===== src/rtl/uart_pkg.sv =====
// Shared UART definitions: FSM state encoding and the default tick convention
// used by both the oversampling receiver and the transmitter.
package uart_pkg;

   localparam int unsigned OVERSAMPLE_DEF = 16;
   localparam int unsigned DATA_BITS_DEF  = 8;

   typedef enum logic [2:0] {
      ST_IDLE   = 3'd0,
      ST_START  = 3'd1,
      ST_DATA   = 3'd2,
      ST_PARITY = 3'd3,
      ST_STOP   = 3'd4
   } uart_state_e;

endpackage


===== src/rtl/uart_tx_os.sv =====
// UART transmitter, LSB first, paced by an external oversample strobe.
// A one-entry holding register lets the host queue the next byte so that
// consecutive frames leave the pad with no idle bit between them.
module uart_tx_os
   import uart_pkg::*;
#(
   parameter int unsigned OVERSAMPLE = OVERSAMPLE_DEF,
   parameter int unsigned DATA_BITS  = DATA_BITS_DEF,
   parameter int unsigned STOP_BITS  = 1,
   parameter int unsigned PARITY_EN  = 0,
   parameter int unsigned PARITY_ODD = 0
) (
   input  logic                 clk,
   input  logic                 reset,
   input  logic                 tx_enb,
   input  logic                 wr_en,
   input  logic [DATA_BITS-1:0] data_in,
   output logic                 ready,
   output logic                 busy,
   output logic                 done,
   output logic                 tx
);

   localparam int unsigned STOP_TICKS = STOP_BITS * OVERSAMPLE;
   localparam int unsigned TW = (STOP_TICKS > 1) ? $clog2(STOP_TICKS) : 1;
   localparam int unsigned BW = (DATA_BITS > 1) ? $clog2(DATA_BITS) : 1;

   localparam logic [TW-1:0] BIT_LAST  = TW'(OVERSAMPLE - 1);
   localparam logic [TW-1:0] STOP_LAST = TW'(STOP_TICKS - 1);
   localparam logic [BW-1:0] IDX_LAST  = BW'(DATA_BITS - 1);
   localparam logic          ODD_SEL   = 1'(PARITY_ODD);

   uart_state_e          state_q;
   logic [TW-1:0]        tick_q;
   logic [BW-1:0]        bit_idx_q;
   logic [DATA_BITS-1:0] shift_q;
   logic [DATA_BITS-1:0] hold_data_q;
   logic                 hold_valid_q;
   logic                 tx_q;
   logic                 done_q;

   logic [BW-1:0]        bit_nxt;
   logic                 parity_bit;

   assign bit_nxt    = bit_idx_q + BW'(1);
   assign parity_bit = (^shift_q) ^ ODD_SEL;

   // Host write path, strobe-paced frame sequencer and registered line driver
   always_ff @(posedge clk) begin
      if (reset) begin
         state_q      <= ST_IDLE;
         tick_q       <= '0;
         bit_idx_q    <= '0;
         shift_q      <= '0;
         hold_data_q  <= '0;
         hold_valid_q <= 1'b0;
         tx_q         <= 1'b1;
         done_q       <= 1'b0;
      end else begin
         done_q <= 1'b0;

         // Accepted on any cycle; a full holding register silently drops the write
         if (wr_en && !hold_valid_q) begin
            hold_data_q  <= data_in;
            hold_valid_q <= 1'b1;
         end

         if (tx_enb) begin
            unique case (state_q)
               ST_IDLE: begin
                  tx_q <= 1'b1;
                  if (hold_valid_q) begin
                     shift_q      <= hold_data_q;
                     hold_valid_q <= 1'b0;
                     tx_q         <= 1'b0;
                     tick_q       <= '0;
                     state_q      <= ST_START;
                  end
               end
               ST_START: begin
                  if (tick_q == BIT_LAST) begin
                     tick_q    <= '0;
                     bit_idx_q <= '0;
                     tx_q      <= shift_q[0];
                     state_q   <= ST_DATA;
                  end else begin
                     tick_q <= tick_q + TW'(1);
                  end
               end
               ST_DATA: begin
                  if (tick_q == BIT_LAST) begin
                     tick_q <= '0;
                     if (bit_idx_q != IDX_LAST) begin
                        bit_idx_q <= bit_nxt;
                        tx_q      <= shift_q[bit_nxt];
                     end else if (PARITY_EN != 0) begin
                        tx_q    <= parity_bit;
                        state_q <= ST_PARITY;
                     end else begin
                        tx_q    <= 1'b1;
                        state_q <= ST_STOP;
                     end
                  end else begin
                     tick_q <= tick_q + TW'(1);
                  end
               end
               ST_PARITY: begin
                  if (tick_q == BIT_LAST) begin
                     tick_q  <= '0;
                     tx_q    <= 1'b1;
                     state_q <= ST_STOP;
                  end else begin
                     tick_q <= tick_q + TW'(1);
                  end
               end
               ST_STOP: begin
                  if (tick_q == STOP_LAST) begin
                     tick_q <= '0;
                     done_q <= 1'b1;
                     // Chain straight into the next start bit when a byte is waiting
                     if (hold_valid_q) begin
                        shift_q      <= hold_data_q;
                        hold_valid_q <= 1'b0;
                        tx_q         <= 1'b0;
                        state_q      <= ST_START;
                     end else begin
                        tx_q    <= 1'b1;
                        state_q <= ST_IDLE;
                     end
                  end else begin
                     tick_q <= tick_q + TW'(1);
                  end
               end
               default: begin
                  tick_q  <= '0;
                  tx_q    <= 1'b1;
                  state_q <= ST_IDLE;
               end
            endcase
         end
      end
   end

   assign ready = ~hold_valid_q;
   assign busy  = (state_q != ST_IDLE);
   assign done  = done_q;
   assign tx    = tx_q;

endmodule


===== config.mk =====
export PLATFORM = sky130hd
export DESIGN_NAME = uart_tx_os
export DESIGN_NICKNAME = d
export VERILOG_FILES = /design/src/rtl/uart_pkg.sv /design/src/rtl/uart_tx_os.sv
export SDC_FILE = /design/constraint.sdc
export NUM_CORES = 1
export LEC_CHECK = 0
export BUFFER_PORTS_ARGS = -buffer_cell sky130_fd_sc_hd__buf_2
export CAP_MARGIN = 40
export CORE_MARGIN = 10
export CORE_UTILIZATION = 50
export DETAILED_ROUTE_END_ITERATION = 10
export HOLD_SLACK_MARGIN = 0.08
export PLACE_DENSITY = 0.73
export SYNTH_ARGS = -nofsm -noshare
export SYNTH_HDL_FRONTEND = slang
export SYNTH_SLANG_ARGS = --single-unit

===== constraint.sdc =====
create_clock -name clk -period 1.9 [get_ports clk]
set_input_delay 0.285 -clock clk [delete_from_list [all_inputs] [get_ports clk]]
set_output_delay 0.285 -clock clk [all_outputs]
set_load 0.02 [all_outputs]

==> insert_results.sql <==
INSERT INTO impl_metrics (metric_group, metric, value, unit) VALUES
('run_status', 'status', 'finished, final reports clean', ''),
('setup_path', 'worstPathBufferInverterCount', '0', ''),
('setup_path', 'cpLargestDelayFamily', 'simple AND/OR/NAND/NOR gates', ''),
('sta', 'report.final.slew_viol_count', '0', ''),
('synth', 'postSynthAreaPerCell', '9.490', 'µm²'),
('setup_path', 'rrSetupSlack', '120', 'ps'),
('place', 'port_buf_inserts', '15', ''),
('detailed_routing', 'drt-wirelength-per-cell', '14.09', 'µm'),
('global_route', 'initial_antenna_violation_count', '0', ''),
('sta', 'final_critical_path_setup_slack', '117.0', 'ps'),
('cells_and_area', 'drive_gt1_share', '24.24', '%'),
('floorplan', 'initial_core_util', '53.42', '%'),
('power', 'power.switching_fraction', '23.82', '%'),
('sta', 'setup_viol_count_final', '0', ''),
('place', 'finalWeightedCongestion', '0.8033', ''),
('clock_tree', 'cts_made_buffers', '5', ''),
('cells_and_area', 'fillerInstances', '226', ''),
('power', 'power.combinational.fraction', '11.5', '%'),
('power', 'net-switching-power', '0.3175', 'mW'),
('place', 'preCtsSetupSlack', '-36.68', 'ps'),
('detailed_routing', 'drtPass1Iterations', '4', ''),
('synth', 'synthesis.area', '1348', 'µm²'),
('global_route', 'grt_use_total', '11.24', '%'),
('global_route', 'overflow', '0', ''),
('setup_path', 'critical_path_arrival', '1980', 'ps'),
('clock_tree', 'tritoncts', 'done', ''),
('setup_path', 'critPathRequiredTime', '2090', 'ps'),
('sta', 'rsz0062_at_grt', 'no', ''),
('synth', 'synth_seq_area_share', '43.08', '%'),
('min_path', 'worst_hold_path_type', 'in2reg', ''),
('clock_tree', 'postCtsSetupBuffers', '0', ''),
('setup_path', 'worst_setup_path_startpoint', 'bit_idx_q[0]', ''),
('power', 'sequential_fraction_of_design_power', '48.7', '%'),
('global_route', 'vias_in_the_first_global_route', '1088', ''),
('run', 'maxCapViolations', '0', ''),
('synth', 'syn_inst', '142', ''),
('floorplan', 'fp.dieW', '71.92', 'µm'),
('place', 'placed_cells', '187', ''),
('floorplan', 'pin_count', '16', ''),
('clock_tree', 'ctsHtreeMaxLevel', '2', ''),
('detailed_routing', 'drt_iter0_markers', '97', ''),
('sta', 'relSlewSlack', '66.26', '%'),
('power', 'worst_case_vdd_ir_drop', '0.7610', 'mV'),
('floorplan', 'design.core.area', '2522', 'µm²'),
('setup_path', 'crit_fanout', '5', ''),
('detailed_routing', 'routed_via_density', '5.621', ''),
('power', 'p_per_area', '830.4', 'nW/µm²'),
('setup_path', 'worstSetupEndpoint', 'bit_idx_q[0]', ''),
('synth', 'yosys_warnings', '0', ''),
('cells_and_area', 'layout.cells.most_common_list', '27 x nor2_1, 27 x dfxtp_1, 21 x mux2i_1', ''),
('sta', 'final.setup_skew', '14.90', 'ps'),
('setup_path', 'critical_path.startpoint_type', 'flip-flop', ''),
('cells_and_area', 'layout.cells.non_filler', '195', ''),
('synth', 'edff_count_synth', '0', ''),
('setup_path', 'critPathCaptureType', 'flip-flop', ''),
('synth', 'ys_ff_latch', '29', ''),
('power', 'internal-power', '1.015', 'mW'),
('setup_path', 'worst-path-stages', '6', ''),
('synth', 'ffs_w_async_s_r_synth', '0', '%'),
('synth', 'synth_nets', '157', ''),
('sta', 'maxClockFrequency', '560.9', 'MHz'),
('setup_path', 'worst_r2r_path_depth', '6', ''),
('cells_and_area', 'flow.area_growth_from_synthesis', '19.13', '%'),
('clock_tree', 'clkSinkCount', '29', ''),
('cells_and_area', 'num-nets-final', '179', ''),
('clock_tree', 'worst_setup_hold_path_clk_slew', '90', 'ps'),
('power', 'power_frac_clock', '39.7', '%'),
('power', 'p_leak', '0.6338', 'nW'),
('synth', 'netlist_cell_types', '35', ''),
('detailed_routing', 'via_count', '1096', ''),
('sta', 'fin_crit_sh', '93.84', '%');
[registers in the layout, indices dropped and copies added (netlist names)]
name and cells:
tick_q 4, hold_valid_q 1, state_q 3, shift_q 8, hold_data_q 8, tx 1
bit_idx_q 3, done 1
[power groups by stage]
stage | logic, mW | clock network, mW | registers (mW)
after floorplan | 0.105 | 0 | 0.657
after global placement | 0.146 | 0 | 0.662
after detailed placement | 0.149 | 0 | 0.663
after CTS | 0.151 | 0.541 | 0.649
after global routing | 0.172 | 0.568 | 0.652
final | 0.154 | 0.530 | 0.649
[through the flow]
| stage | power (mW) | TNS [ps] | hold WS, ps | util [%] |
|---|---|---|---|---|
| final | 1.333 | 0 | 195.3 | 63.64 |
| after global routing | 1.392 | 0 | 205.2 | 63.64 |
| after CTS | 1.341 | 0 | 182.9 | 62.70 |
| after detailed placement | 0.8129 | -36.68 | 472.2 | 59.23 |
| after global placement | 0.8083 | 0 | 461.4 | 59.23 |
| after floorplan | 0.7621 | 0 | 432.2 | - |
[cell type report]
class                   count  area [µm²]  share of cell area (%)
repair buffers             24       155.1                   9.665
flip-flops and latches     29       583.1                   36.32
multi-input cells         100       729.5                   45.44
inverters                   4       15.01                  0.9353
clock inverters             1       30.03                   1.871
clock buffers               7       55.05                   3.429
well taps                  30       37.54                   2.338
[worst reg2reg max path: stages (launching register included)]
cell	delay (ps)
dfxtp_2	340
ha_4	150
ha_1	180
or3b_4	390
a211oi_4	330
mux2i_1	220
nor2_1	50
[kinds of logic (layout without fill, tap and decap cells)]
family                   count (synthesis)  in the layout  synth area share, %
AND/OR/NAND/NOR                         49             49                17.55
flip-flops                              29             29                43.08
AO/OA/AOI/OAI                           26             26                14.76
multiplexers                            22             22                17.27
buffers and inverters                   13             36                4.549
adder cells (fa/ha/maj)                  3              3                2.786
[how the worst min path moves through the flow]
stage,end,slack (ps),cells after the start
3_3_place_gp,bit_idx_q[1],460,2
6_report,hold_data_q[2],200,3
4_1_cts,hold_data_q[5],180,3
3_5_place_dp,bit_idx_q[2],470,2
2_1_floorplan,hold_data_q[0],430,2
5_1_grt,hold_valid_q,210,3
[repair_timing]
action | in CTS | in global routing
endpoints found under the setup margin | 1 | 2
pin swaps | 0 | 1
resized for setup | 1 | 5
hold buffers | 0 | 0
[synthesized netlist by cell type (all sizes together) (2+ instances only)]
library cell / count / area, µm²
o31ai: 2 / 20.02
mux2i: 21 / 210.2
dfxtp: 29 / 580.6
o21ai: 6 / 30.03
nand3: 3 / 15.01
nor2: 27 / 101.4
a21oi: 7 / 35.03
a22oi: 2 / 15.01
buf: 5 / 31.28
nor3: 5 / 30.03
nand2b: 4 / 25.02
inv: 4 / 15.01
nand2: 2 / 7.510
nor2b: 2 / 12.51
ha: 3 / 37.54
clkbuf: 4 / 15.01
[metal layers]
layer	track usage, %	up-vias	share of wire [%]
met3	4.626	4	5.1
met1	12.15	520	45
met4	5.591	0	1.5
met2	18.53	24	48
met5	0	-	0
li1	-	548	-
Power figures use the tool's default switching activity.
